[config.mk]
export PLATFORM = sky130hd
export DESIGN_NAME = posit_result_buffer_flat
export DESIGN_NICKNAME = d
export VERILOG_FILES = /design/src/rtl/posit_result_buffer_if.sv /design/src/rtl/posit_result_buffer.sv /design/src/flat_wrapper.sv
export SDC_FILE = /design/constraint.sdc
export NUM_CORES = 1
export LEC_CHECK = 0
export ABC_CLOCK_PERIOD_IN_PS = 5500
export CORE_ASPECT_RATIO = 0.6
export CORE_MARGIN = 4
export CORE_UTILIZATION = 40
export CTS_BUF_LIST = sky130_fd_sc_hd__clkbuf_16
export CTS_CLUSTER_SIZE = 10
export DETAILED_ROUTE_END_ITERATION = 6
export GPL_ROUTABILITY_DRIVEN = 1
export GPL_TIMING_DRIVEN = 0
export PLACE_DENSITY = 0.57
export SLEW_MARGIN = 20
export SYNTH_ARGS = -nofsm -noshare
export SYNTH_HDL_FRONTEND = slang
export SYNTH_SLANG_ARGS = --single-unit
[constraint.sdc]
create_clock -name clk -period 5.5 [get_ports clk]
set_clock_uncertainty 0.05 [all_clocks]
set_input_delay 1.1 -clock clk [delete_from_list [all_inputs] [get_ports clk]]
set_output_delay 1.1 -clock clk [all_outputs]
set_load 0.01 [all_outputs]
[src/rtl/posit_result_buffer_if.sv]
// Bus bundle for posit_result_buffer: adder capture side, drain side and credit/status.
// Optional stats signals exist only when POSIT_RESBUF_STATS_EN is defined.
interface posit_result_buffer_if #(
  parameter int unsigned N  = 32,
  parameter int unsigned AW = 4
);
  logic          issue;
  logic [N-1:0]  in_result;
  logic          in_inf;
  logic          in_zero;
  logic          in_done;
  logic          out_valid;
  logic          out_ready;
  logic [N-1:0]  out_result;
  logic          out_inf;
  logic          out_zero;
  logic [AW:0]   count;
  logic          can_issue;
  logic          err;
`ifdef POSIT_RESBUF_STATS_EN
  logic [15:0]   inf_cnt;
  logic [15:0]   zero_cnt;

  modport master (
    output issue, in_result, in_inf, in_zero, in_done, out_ready,
    input  out_valid, out_result, out_inf, out_zero, count, can_issue, err,
           inf_cnt, zero_cnt
  );

  modport slave (
    input  issue, in_result, in_inf, in_zero, in_done, out_ready,
    output out_valid, out_result, out_inf, out_zero, count, can_issue, err,
           inf_cnt, zero_cnt
  );
`else
  modport master (
    output issue, in_result, in_inf, in_zero, in_done, out_ready,
    input  out_valid, out_result, out_inf, out_zero, count, can_issue, err
  );

  modport slave (
    input  issue, in_result, in_inf, in_zero, in_done, out_ready,
    output out_valid, out_result, out_inf, out_zero, count, can_issue, err
  );
`endif
endinterface

[src/rtl/posit_result_buffer.sv]
// Show-ahead result FIFO behind the non-stallable posit adder, with in-flight credit tracking.
// Define POSIT_RESBUF_STATS_EN to add saturating inf/zero result counters.
module posit_result_buffer #(
  parameter int unsigned N     = 32,
  parameter int unsigned DEPTH = 16,
  parameter int unsigned AW    = 4
) (
  input logic                  clk,
  input logic                  rst_n,
  posit_result_buffer_if.slave bus
);

  localparam int unsigned CW = AW + 1;
  localparam int unsigned SW = AW + 2;

  typedef struct packed {
    logic [N-1:0] result;
    logic         inf;
    logic         zero;
  } entry_t;

  entry_t        mem_q [DEPTH];
  entry_t        head;
  logic [AW-1:0] wr_ptr_q, wr_ptr_d;
  logic [AW-1:0] rd_ptr_q, rd_ptr_d;
  logic [CW-1:0] count_q, count_d;
  logic [CW-1:0] inflight_q, inflight_d;
  logic          err_q, err_d;
  logic          empty, full, pop, wr, drop, underflow;
  logic [SW-1:0] occupancy;

  // Handshake decode: a pop frees the slot the same cycle, so a full FIFO can still accept.
  always_comb begin
    empty     = (count_q == '0);
    full      = (count_q == CW'(DEPTH));
    pop       = !empty && bus.out_ready;
    wr        = bus.in_done && (!full || pop);
    drop      = bus.in_done && full && !pop;
    underflow = bus.in_done && !bus.issue && (inflight_q == '0);
  end

  always_comb begin
    wr_ptr_d   = wr_ptr_q;
    rd_ptr_d   = rd_ptr_q;
    count_d    = count_q;
    inflight_d = inflight_q;
    err_d      = err_q | drop | underflow;

    if (wr)  wr_ptr_d = wr_ptr_q + AW'(1);
    if (pop) rd_ptr_d = rd_ptr_q + AW'(1);

    if (wr && !pop)      count_d = count_q + CW'(1);
    else if (pop && !wr) count_d = count_q - CW'(1);

    // An unmatched completion with nothing in flight holds at zero rather than wrapping.
    case ({bus.issue, bus.in_done})
      2'b10:   inflight_d = inflight_q + CW'(1);
      2'b01:   if (!underflow) inflight_d = inflight_q - CW'(1);
      default: inflight_d = inflight_q;
    endcase
  end

  always_ff @(posedge clk) begin
    if (!rst_n) begin
      wr_ptr_q   <= '0;
      rd_ptr_q   <= '0;
      count_q    <= '0;
      inflight_q <= '0;
      err_q      <= 1'b0;
    end else begin
      wr_ptr_q   <= wr_ptr_d;
      rd_ptr_q   <= rd_ptr_d;
      count_q    <= count_d;
      inflight_q <= inflight_d;
      err_q      <= err_d;
    end
  end

  // Storage is deliberately left unreset; the head is masked while empty.
  always_ff @(posedge clk) begin
    if (rst_n && wr) begin
      mem_q[wr_ptr_q] <= '{result: bus.in_result, inf: bus.in_inf, zero: bus.in_zero};
    end
  end

  assign head      = mem_q[rd_ptr_q];
  assign occupancy = SW'(count_q) + SW'(inflight_q);

  assign bus.out_valid  = !empty;
  assign bus.out_result = empty ? '0 : head.result;
  assign bus.out_inf    = !empty && head.inf;
  assign bus.out_zero   = !empty && head.zero;
  assign bus.count      = count_q;
  assign bus.can_issue  = (occupancy < SW'(DEPTH));
  assign bus.err        = err_q;

`ifdef POSIT_RESBUF_STATS_EN
  logic [15:0] inf_cnt_q, inf_cnt_d;
  logic [15:0] zero_cnt_q, zero_cnt_d;

  // Saturating tallies of accepted words carrying each flag.
  always_comb begin
    inf_cnt_d  = inf_cnt_q;
    zero_cnt_d = zero_cnt_q;
    if (wr && bus.in_inf && (inf_cnt_q != 16'hFFFF))   inf_cnt_d  = inf_cnt_q + 16'd1;
    if (wr && bus.in_zero && (zero_cnt_q != 16'hFFFF)) zero_cnt_d = zero_cnt_q + 16'd1;
  end

  always_ff @(posedge clk) begin
    if (!rst_n) begin
      inf_cnt_q  <= '0;
      zero_cnt_q <= '0;
    end else begin
      inf_cnt_q  <= inf_cnt_d;
      zero_cnt_q <= zero_cnt_d;
    end
  end

  assign bus.inf_cnt  = inf_cnt_q;
  assign bus.zero_cnt = zero_cnt_q;
`endif

endmodule
[src/flat_wrapper.sv]
// flat-port wrapper written by rule: the top's interface ports become plain ports
module posit_result_buffer_flat 
#(
  parameter int unsigned N     = 32,
  parameter int unsigned DEPTH = 16,
  parameter int unsigned AW    = 4
)
  (clk, rst_n, bus_issue, bus_in_result, bus_in_inf, bus_in_zero, bus_in_done, bus_out_ready, bus_out_valid, bus_out_result, bus_out_inf, bus_out_zero, bus_count, bus_can_issue, bus_err);
  posit_result_buffer_if #(.N(N), .AW(AW)) bus_i ();
  input logic clk;
  input logic rst_n;
  input wire logic [$bits(bus_i.issue)-1:0] bus_issue;
  input wire logic [$bits(bus_i.in_result)-1:0] bus_in_result;
  input wire logic [$bits(bus_i.in_inf)-1:0] bus_in_inf;
  input wire logic [$bits(bus_i.in_zero)-1:0] bus_in_zero;
  input wire logic [$bits(bus_i.in_done)-1:0] bus_in_done;
  input wire logic [$bits(bus_i.out_ready)-1:0] bus_out_ready;
  output wire logic [$bits(bus_i.out_valid)-1:0] bus_out_valid;
  output wire logic [$bits(bus_i.out_result)-1:0] bus_out_result;
  output wire logic [$bits(bus_i.out_inf)-1:0] bus_out_inf;
  output wire logic [$bits(bus_i.out_zero)-1:0] bus_out_zero;
  output wire logic [$bits(bus_i.count)-1:0] bus_count;
  output wire logic [$bits(bus_i.can_issue)-1:0] bus_can_issue;
  output wire logic [$bits(bus_i.err)-1:0] bus_err;
  assign bus_i.issue = bus_issue;
  assign bus_i.in_result = bus_in_result;
  assign bus_i.in_inf = bus_in_inf;
  assign bus_i.in_zero = bus_in_zero;
  assign bus_i.in_done = bus_in_done;
  assign bus_i.out_ready = bus_out_ready;
  assign bus_out_valid = bus_i.out_valid;
  assign bus_out_result = bus_i.out_result;
  assign bus_out_inf = bus_i.out_inf;
  assign bus_out_zero = bus_i.out_zero;
  assign bus_count = bus_i.count;
  assign bus_can_issue = bus_i.can_issue;
  assign bus_err = bus_i.err;
  posit_result_buffer #(.N(N), .DEPTH(DEPTH), .AW(AW)) u_core (.clk(clk), .rst_n(rst_n), .bus(bus_i));
endmodule
==> Yosys cells after proc, flatten, opt, wreduce, memory -nomap -nowiden <==
Memory sizes are Yosys's and may differ from the RTL's. A register that Yosys moved wholly into a read port is not among the register bits.
Cells that the tools add are included.
{ "word_totals": {"regBits": 19, "mem_bits_rw": 544, "input_bits": 39, "out_inout_bits": 42, "memories": 1} }
{ "mem_list": {"columns": ["name", "words", "width", "rd", "rd_ports_with_merged_regs", "write_ports", "line_no", "text"], "rows": [
  ["u_core.mem_q", 16, 34, 1, 1, 1, "posit_result_buffer.sv:22", "entry_t mem_q [DEPTH];"]
]} }
{ "classes": {"addsub": 7, "order_cmp": 1, "eq_ne": 4, "mux": 9, "n_bitwise": 2, "reduce_logical": 22} }
{ "op_table": {"columns": ["cell", "n"], "rows": [
  ["32-bit 2-to-1 mux", 1],
  ["5-bit 2-to-1 mux", 3],
  ["1-bit logical AND", 11],
  ["5-bit by 1-bit adder with 5-bit output (second input constant)", 2],
  ["5-bit zero test", 2],
  ["5-bit case mux with 2 select lines", 1],
  ["5-bit by 1-bit subtractor with 5-bit output (second input constant)", 2],
  ["4-bit by 1-bit adder with 4-bit output (second input constant)", 2],
  ["4-bit 2-to-1 mux", 2],
  ["5-bit by 5-bit adder with 6-bit output", 1],
  ["6-bit by 5-bit less-than comparator with 1-bit output (second input constant)", 1],
  ["5-bit equality test (second input constant)", 1],
  ["1-bit zero test", 5],
  ["2-bit nonzero test", 2],
  ["2-bit by 1-bit equality test with 1-bit output (second input constant)", 1],
  ["2-bit equality test (second input constant)", 1],
  ["1-bit 2-to-1 mux", 2],
  ["2-bit != test (second input constant)", 1],
  ["1-bit bitwise OR", 2],
  ["2-bit AND reduction", 1],
  ["1-bit logical OR", 1]
]} }

==> Logic depth before layout (Yosys ltp) <==
Gate-level depths: netlist (run 1).
{ "logic_depth": {"ltp_word": 9, "depth_mapped": 11} }

==> Worst setup path before layout (run 1) <==
No wires, ideal clock.
{ "synth_timing": {"path_type": "input to register", "start": "input bus_in_done", "end": "memory u_core.mem_q[1][0] (netlist name), enable pin", "setup_time_ns": 0.467, "arrival_ns": 4.231, "setup_slack_ns": 0.751, "cell_stages": 5, "n_path_buf": 2, "path_cell_list": "clkbuf_1 o21a_1 clkbuf_1 nand3_1 nor3_1"} }
{ "synth_between": {"elab_chain_cells": 4} }
{ "synth_rtl": {"columns": ["element", "line_no", "text"], "rows": [
  ["start, declared", "flat_wrapper.sv:16", "input wire logic [$bits(bus_i.in_done)-1:0] bus_in_done;"],
  ["1-bit logical AND", "posit_result_buffer.sv:37", "wr = bus.in_done && (!full || pop);"],
  ["1-bit logical AND", "posit_result_buffer.sv:81", "if (rst_n && wr) begin"],
  ["1-bit 2-to-1 mux", "posit_result_buffer.sv:81", null],
  ["1-bit 2-to-1 mux (implied by the code)", "posit_result_buffer.sv:82", "mem_q[wr_ptr_q] <= '{result: bus.in_result, inf: bus.in_inf, zero: bus.in_zero};"],
  ["end, declared", "posit_result_buffer.sv:22", null]
]} }
No other way between the ends.

==> flow_summary.yaml, run 1 <==
status:
  run_status: "finished, final reports clean"
worst_hold_path:
  min_path_type: "register to register"
  holdPathEnd: "u_core.bus.err"
  hold_start: "u_core.bus.err"
  whs_path_depth: 1
synthesis:
  synthTopCellsByArea: "edfxtp_1 (74%), mux4_2 (14%), dfxtp_1 (2.1%)"
  synth_ff_type: "edfxtp_1"
  synth_seq_cells: 567
  yosys.cell_count.top_type: "edfxtp_1"
  synth_warnings: 0
  syn_area_sq_um: 22100
  ys_top_cells_by_count: "edfxtp_1 (544), mux4_2 (136), mux2_2 (34)"
  synth_top_cell_area_share: 0.740
  seq_area_frac_synth: 0.761
  netlist-cell-type-count: 52
  synth-edff-count: 544
  postSynthNetCount: 1054
  synthArstFlopShare: 0
  synth_cells: 997
  syn_area_per_cell_sq_um: 22.1
  yosysTopAreaCell: "edfxtp_1"
cells_and_area:
  fillCellCount: 4363
  stdcell_area_sq_um: 26400
  finalNetCount: 1243
  multi_input_area_sq_um: 5100
  post-route-util: 0.484
  layout-drive-gt1-share: 0.277
  fin_cells: 1915
  syn_to_final_growth_pct: 19.3
  num_antenna_cells: 0
  register_area_sq_um: 16800
clock_network:
  worstSkewPairLatency_ps: 560
  path_clk_slew_ps: 60
  cts_inserted_buffers: 66
  cts_buffer_depth: 3
  cts-hold-fix-buffers: 0
  htree_levels: 3
  clkSinkCount: 567
  tritoncts: "built"
  cts_resized: 0
  cts_root_buffer: "clkbuf_16"
  post-cts-setup-buffers: 0
critical_path:
  cp_slowest_stage_delay_ps: 900
  worst_path_max_delay_cell: "nor2_1"
  r2r_slack_ps: 2240
  crit_path_frequent_cell: "clkbuf_1"
  r2r-end: "u_core.mem_q[2][20]"
  path_max_fanout: 10
  cp_top_family: "buffers and inverters"
  crit_chain: "clkbuf_1 -> clkbuf_1 -> nor2_1 -> clkbuf_1 -> a221o_1 -> clkdlybuf4s50_1"
  worst_setup_path_start_kind: "register"
  crit_buf_inv: 4
  reg2reg_from: "u_core.bus.count[0]"
  cp-end-kind: "primary output"
  cp_data_arrival_time_ps: 4060
  worstSetupPathType: "register to primary output"
  required_ps: 4350
  r2r_cells: 8
timing:
  final-setup-viol-count: 0
  rsz0062_at_grt: "no"
  max_freq_mhz: 192
  tightest_slew_ps: 1150
  fin_ws_ps: 294
  finalCriticalPeriod_ps: 5210
  setup_tns_ps: 0
  hold_slack_ps: 431
  finalHoldViolCount: 0
  maxSlewHeadroom: 0.234
  period_share: 0.946
  maxSlewViolCount: 0
placement:
  place_hpwl_um: 33700
  gp_congestion: 0.713
  placed_cells: 1832
  pre_cts_slack_ps: 821
  dpl_cell_area_sq_um: 24600
  placement.io_buffers: 79
routing:
  vias: 10572
  totalWireLength_um: 50700
  first_iter_violations: 1054
  antenna_left: 0
  drc: 0
  dr.pass1.iters: 5
  viasPerCell: 5.52
  wl_per_cell_um: 26.5
power_and_ir_drop:
  power_leakage_nw: 8.36
  power_mw: 11.2
  vdd_ir_drop_max_uv: 248
  power_density_nw_per_um2: 426
die:
  die_area_sq_um: 59200
  die_y_um: 190
  rows: 66
  initial_utilization: 0.406
  die_x_um: 311
  io_pins: 81
  core_sq_um: 54400
flow_run:
  maxCapViolCount: 0
grt:
  antenna_found_initial: 1
  grt.overflow.total: 0
  grt_max_degree: 20
  grt.total_usage: 0.174
  grt_pass1_vias: 10937
  grt_first_pass_wirelength_um: 75100
[area by class of cell]
type | instances | area share
multi-input cells | 371 | 0.194
plain buffers | 53 | 0.0104
well taps | 714 | 0.0339
repair buffers | 121 | 0.0560
flip-flops and latches | 567 | 0.637
clock buffers | 69 | 0.0655
inverters | 6 | 0.000855
clock inverters | 14 | 0.00237
[routing by layer]
layer  global-route usage  up-vias  share of wire
met2                0.253      296           0.44
met4               0.0335        0          0.013
met3               0.0306       56          0.052
met1                0.276     5655           0.50
met5                    0        -              0
li1                     -     4565              -
[worst register-to-register path, cell delays in order (launching register included)]
cell	delay (ps)
dfxtp_1	480
or4_1	180
buf_6	130
o21a_1	120
clkbuf_1	340
nand3_1	390
nor3_2	720
buf_4	330
buf_4	210
[cell families after synthesis]
kind of cell	synth area share
buffers and inverters	0.0134
muxes	0.158
DFF	0.761
and+or+nand+nor	0.0283
xor gates and xnor gates	0.00357
AOI/OAI and AO/OA	0.0249
adders and majority gates	0.0109
[how the worst max path moves through the flow]
stage / startpoint / end / slack [ps] / cells past startpoint
final: register / bus_out_result[13] / 290 / 6
after global routing: register / bus_out_result[14] / 120 / 7
after CTS: register / bus_out_result[14] / 200 / 7
after detailed placement: register / bus_out_result[14] / 820 / 7
after global placement: bus_out_ready / u_core.mem_q[1][18] / -2760 / 6
after floorplan: bus_in_done / u_core.mem_q[1][0] / 750 / 5
[report_power, final]
| part | switching (mW) | internal (mW) | leakage (nW) |
|---|---|---|---|
| registers | 0.0592 | 4.82 | 5.09 |
| clock network | 1.56 | 2.21 | 0.923 |
| logic | 1.24 | 1.34 | 2.34 |
| total | 2.86 | 8.37 | 8.36 |
[sequential cells by signal (all words and copies together) (netlist names), named ones only]
signal	flops
u_core.bus.count	5
u_core.wr_ptr_q	4
u_core.mem_q	544
u_core.bus.err	1
u_core.rd_ptr_q	4
u_core.inflight_q	5
[placed cells by master (no fill, tap or decap), drive strengths merged, types with 16 or more instances in the layout]
| cell | count |
|---|---|
| inv | 20 |
| clkdlybuf4s50 | 79 |
| mux4 | 136 |
| dfxtp | 23 |
| nor2 | 19 |
| ha | 16 |
| buf | 72 |
| clkbuf | 92 |
| a221o | 34 |
| edfxtp | 544 |
| nor2b | 27 |
| mux2 | 34 |
No activity file was read; power rests on OpenSTA's default activity.
==> run 2: changes to the inputs <==
--- a/config.mk
+++ b/config.mk
@@ -6,7 +6,7 @@
 export NUM_CORES = 1
 export LEC_CHECK = 0
 export ABC_CLOCK_PERIOD_IN_PS = 5500
-export CORE_ASPECT_RATIO = 0.6
+export CORE_ASPECT_RATIO = 1.25
 export CORE_MARGIN = 4
 export CORE_UTILIZATION = 40
 export CTS_BUF_LIST = sky130_fd_sc_hd__clkbuf_16
@@ -15,6 +15,7 @@
 export GPL_ROUTABILITY_DRIVEN = 1
 export GPL_TIMING_DRIVEN = 0
 export PLACE_DENSITY = 0.57
+export SETUP_SLACK_MARGIN = 0.4
 export SLEW_MARGIN = 20
 export SYNTH_ARGS = -nofsm -noshare
 export SYNTH_HDL_FRONTEND = slang
==> run 2 against run 1 <==
Power increased by 0.14%; sequential power about the same; clock power is 1% higher; first-iteration DRC count down 38%; routed wire length fell by 1.9%; setup slack gained 250 ps; combinational power about the same; fmax is 5.0% higher; utilization rose by 0.13 points; final cell count up 1.5%.
==> flow_summary.yaml, run 2 (synthesis gave the netlist of run 1 again) <==
cells_and_area:
  fin_cells: 1944
  syn_to_final_growth_pct: 20.4
  layout_common_cells: "edfxtp_1 (544), mux4_2 (136), clkdlybuf4s50_1 (79), clkbuf_16 (69), mux2_2 (34)"
  fillCellCount: 4537
  layout-drive-gt1-share: 0.285
  largest_register_ffs: 544
  stdcell_area_sq_um: 26600
  final_common_cell: "edfxtp_1"
  num_antenna_cells: 0
  regMostFlops: "u_core.mem_q"
  finalNetCount: 1247
critical_path:
  cp_top_family: "buffers and inverters"
  cp_data_arrival_time_ps: 3810
  cp-end-kind: "primary output"
  worstSetupPathType: "register to primary output"
  r2r-end: "u_core.bus.count[3]"
  r2r_cells: 10
  crit_buf_inv: 4
  worst_setup_path_start_kind: "register"
  crit_chain: "clkbuf_1 -> clkbuf_1 -> nor2_2 -> clkbuf_1 -> a221o_1 -> clkdlybuf4s50_1"
  path_depth: 6
  required_ps: 4350
  worst_path_max_delay_cell: "clkbuf_1"
  cp_slowest_stage_delay_ps: 720
  path_max_fanout: 10
  reg2reg_from: "u_core.bus.count[0]"
  crit_path_frequent_cell: "clkbuf_1"
  r2r_slack_ps: 2360
timing:
  tightest_slew_ps: 896
  period_share: 0.902
  setup_tns_ps: 0
  maxSlewHeadroom: 0.403
  final-setup-viol-count: 0
  rsz0062_at_grt: "no"
  max_freq_mhz: 202
  finalHoldViolCount: 0
  maxSlewViolCount: 0
  finalCriticalPeriod_ps: 4960
  hold_slack_ps: 439
routing:
  antenna_left: 0
  drc: 0
  vias: 10578
  viasPerCell: 5.44
  wl_per_cell_um: 25.6
  totalWireLength_um: 49800
  dr.pass1.iters: 5
  first_iter_violations: 656
clock_network:
  cts_inserted_buffers: 67
  path_clk_slew_ps: 60
  cts_root_buffer: "clkbuf_16"
  post-cts-setup-buffers: 0
  worstSkewPairLatency_ps: 570
  htree_levels: 3
  tritoncts: "built"
  cts_buffer_depth: 3
  clkSinkCount: 567
status:
  run_status: "finished, final reports clean"
die:
  die_x_um: 218
  io_pins: 81
  die_area_sq_um: 59000
  die_y_um: 271
  rows: 96
  core_sq_um: 54800
  initial_utilization: 0.403
power_and_ir_drop:
  p_seq_frac: 0.433
  p_int_mw: 8.40
  power.switching_mw: 2.86
  power_leakage_nw: 8.45
  swShare: 0.254
  pwr-share-clk: 0.340
  power_density_nw_per_um2: 423
  p_comb_frac: 0.227
  power_mw: 11.3
  vdd_ir_drop_max_uv: 264
placement:
  placement.io_buffers: 79
  place_hpwl_um: 33300
  placed_cells: 1856
  dpl_cell_area_sq_um: 24700
  gp_congestion: 0.713
grt:
  antenna_found_initial: 1
  grt_max_degree: 19
  grt_pass1_vias: 11637
  grt.total_usage: 0.172
  grt.overflow.total: 0
  grt_first_pass_wirelength_um: 75200
worst_hold_path:
  holdPathEnd: "u_core.bus.err"
  whs_path_depth: 1
  min_path_type: "register to register"
  hold_start: "u_core.bus.err"
flow_run:
  maxCapViolCount: 0
run 2: repair_timing:
| action | 4_1_cts | 5_1_grt |
|---|---|---|
| gates resized for setup | 2 | 2 |
| hold buffers | 0 | 0 |
| hold endpoints to repair | 0 | 0 |
| endpoints found under the setup margin | 19 | 1 |
run 2: worst max path at each step:
stage / end / slack, ps
5_1_grt: bus_out_result[14] / 430
2_1_floorplan: u_core.mem_q[1][0] / 750
3_3_place_gp: u_core.mem_q[0][17] / -2880
4_1_cts: bus_out_result[14] / 420
6_report: bus_out_result[14] / 540
3_5_place_dp: bus_out_result[14] / 840
run 2: layer usage:
layer  GRT usage  up-vias  share of wire
li1            -     4580              -
met3      0.0256       67          0.043
met1       0.223     5675           0.41
met2       0.303      254           0.53
met4      0.0496        2          0.019
met5           0        -        0.00024
run 2: stage by stage:
stage	worst slack, ps	util
after floorplan	751	-
after global placement	-2880	0.434
after detailed placement	835	0.452
after CTS	421	0.485
after global routing	427	0.486
final	540	0.486
run 2: power groups by stage:
stage / clock (mW) / sequential (mW) / combinational, mW
6_report: 3.82 / 4.88 / 2.56
5_1_grt: 4.11 / 4.88 / 2.76
4_1_cts: 3.91 / 4.88 / 2.62
3_5_place_dp: 0 / 4.96 / 2.61
3_3_place_gp: 0 / 4.97 / 2.58
2_1_floorplan: 0 / 4.96 / 1.60
run 2: cell type report:
cell class                 instances  area (sq um)  area share
multi-input combinational        371          5100       0.192
clock inverter                    19           116     0.00438
buffer                            53           279      0.0105
clock buffer                      69          1730      0.0649
inverter                           6          22.5    0.000847
sequential                       567         16800       0.632
timing repair buffer             124          1630      0.0613
tap                              735           920      0.0346
==> run 3: changes to the inputs <==
--- a/config.mk
+++ b/config.mk
@@ -14,7 +14,7 @@
 export DETAILED_ROUTE_END_ITERATION = 6
 export GPL_ROUTABILITY_DRIVEN = 1
 export GPL_TIMING_DRIVEN = 0
-export PLACE_DENSITY = 0.57
+export PLACE_DENSITY_LB_ADDON = 0.3
 export SETUP_SLACK_MARGIN = 0.4
 export SLEW_MARGIN = 20
 export SYNTH_ARGS = -nofsm -noshare
==> run 3 against run 2 <==
Sequential share of layout area up 0.11 points; critical path depth grew 1; combinational power about the same; sequential cell count did not move; fmax rose by 1.2%; sequential power about the same; critical endpoint is now bus_out_result[24].
==> flow_summary.yaml, run 3 (synthesis gave the netlist of run 1 again) <==
status:
  run_status: "finished, final reports clean"
cells_and_area:
  syn_to_final_growth_pct: 20.2
  stdcell_area_sq_um: 26500
  post-route-util: 0.485
  finalNetCount: 1246
  fillCellCount: 4505
  fin_cells: 1937
  layout_common_cells: "edfxtp_1 (544), mux4_2 (136), clkdlybuf4s50_1 (79), clkbuf_16 (71), mux2_2 (34)"
  final_common_cell: "edfxtp_1"
  layout-drive-gt1-share: 0.283
  regMostFlops: "u_core.mem_q"
  largest_register_ffs: 544
routing:
  antenna_left: 0
  drc: 0
  dr.pass1.iters: 5
  viasPerCell: 5.49
  totalWireLength_um: 49300
  first_iter_violations: 1033
  vias: 10635
  wl_per_cell_um: 25.4
placement:
  placement.io_buffers: 79
  place_hpwl_um: 32200
  dpl_cell_area_sq_um: 24700
  pre_cts_slack_ps: 855
  gp_congestion: 0.718
  placed_cells: 1856
clock_network:
  cts-hold-fix-buffers: 0
  post-cts-setup-buffers: 0
  path_clk_slew_ps: 50
  cts_resized: 2
  tritoncts: "built"
  worstSkewPairLatency_ps: 560
  cts_buffer_depth: 3
  cts_root_buffer: "clkbuf_16"
  cts_inserted_buffers: 66
  clkSinkCount: 567
  htree_levels: 3
grt:
  grt_pass1_vias: 11411
  grt_max_degree: 19
  grt.total_usage: 0.168
  antenna_found_initial: 2
  grt_first_pass_wirelength_um: 73600
  grt.overflow.total: 0
timing:
  max_freq_mhz: 204
  hold_slack_ps: 424
  period_share: 0.891
  finalHoldViolCount: 0
  maxSlewViolCount: 0
  final-setup-viol-count: 0
  setup_tns_ps: 0
  fin_ws_ps: 598
  maxSlewHeadroom: 0.371
  finalCriticalPeriod_ps: 4900
  rsz0062_at_grt: "no"
  tightest_slew_ps: 944
die:
  core_sq_um: 54800
  die_y_um: 271
  io_pins: 81
  initial_utilization: 0.403
  die_area_sq_um: 59000
  rows: 96
  die_x_um: 218
critical_path:
  worst_setup_path_start_kind: "register"
  r2r_slack_ps: 2230
  worstSetupPathType: "register to primary output"
  cp_data_arrival_time_ps: 3750
  cp-end-kind: "primary output"
  path_max_fanout: 10
  required_ps: 4350
power_and_ir_drop:
  power_mw: 11.2
  power_leakage_nw: 8.41
  power_density_nw_per_um2: 422
  vdd_ir_drop_max_uv: 214
worst_hold_path:
  min_path_type: "register to register"
flow_run:
  maxCapViolCount: 0
[run 3: cell count changes in the layout (fill, tap and decap cells not counted)]
cell / previous run / this run
inv_6: 4 / 1
clkbuf_2: 3 / 2
inv_1: 18 / 13
clkbuf_1: 18 / 19
clkinv_8: 2 / 0
buf_4: 11 / 16
clkbuf_16: 69 / 71
diode_2: 0 / 1
buf_6: 12 / 7
[run 3: path summary, 6_finish.rpt]
kind	endpoint	depth (start not counted)	start
hold reg to reg	u_core.bus.err	1	u_core.bus.err
setup / recovery	bus_out_result[24]	7	register
hold / removal	u_core.bus.err	1	u_core.bus.err
setup reg to reg	u_core.mem_q[1][15]	10	u_core.bus.count[0]
[run 3: area by class of cell]
cell class | instances | area, sq um | area share
Inverter | 6 | 22.5 | 0.000848
Timing Repair Buffer | 124 | 1610 | 0.0607
Clock inverter | 9 | 38.8 | 0.00146
Tap cell | 735 | 920 | 0.0346
Multi-Input combinational cell | 371 | 5100 | 0.192
Clock buffer | 71 | 1780 | 0.0669
Sequential cell | 567 | 16800 | 0.633
Buffer | 53 | 278 | 0.0105
Antenna cell | 1 | 2.50 | 0.0000943
[run 3: critical path, cell delays in order, from the launching register on]
cell and delay (ps):
dfxtp_1 310, clkbuf_1 420, clkbuf_1 670, o211ai_2 440
clkbuf_1 370, and2b_1 290, a221o_1 130, clkdlybuf4s50_1 550
[run 3: metal layers]
| layer | global-route usage | share of wire | up-vias |
|---|---|---|---|
| met5 | 0 | 0.00022 | - |
| met4 | 0.0494 | 0.022 | 2 |
| met3 | 0.0311 | 0.054 | 68 |
| met2 | 0.289 | 0.52 | 308 |
| met1 | 0.220 | 0.40 | 5697 |
| li1 | - | - | 4560 |
[run 3: power breakdown]
part           total (mW)  leakage, nW  switching, mW  internal, mW
registers            4.88         5.09         0.0597          4.82
logic                2.55         2.41           1.21          1.34
clock network        3.79        0.918           1.53          2.26
total                11.2         8.41           2.79          8.42
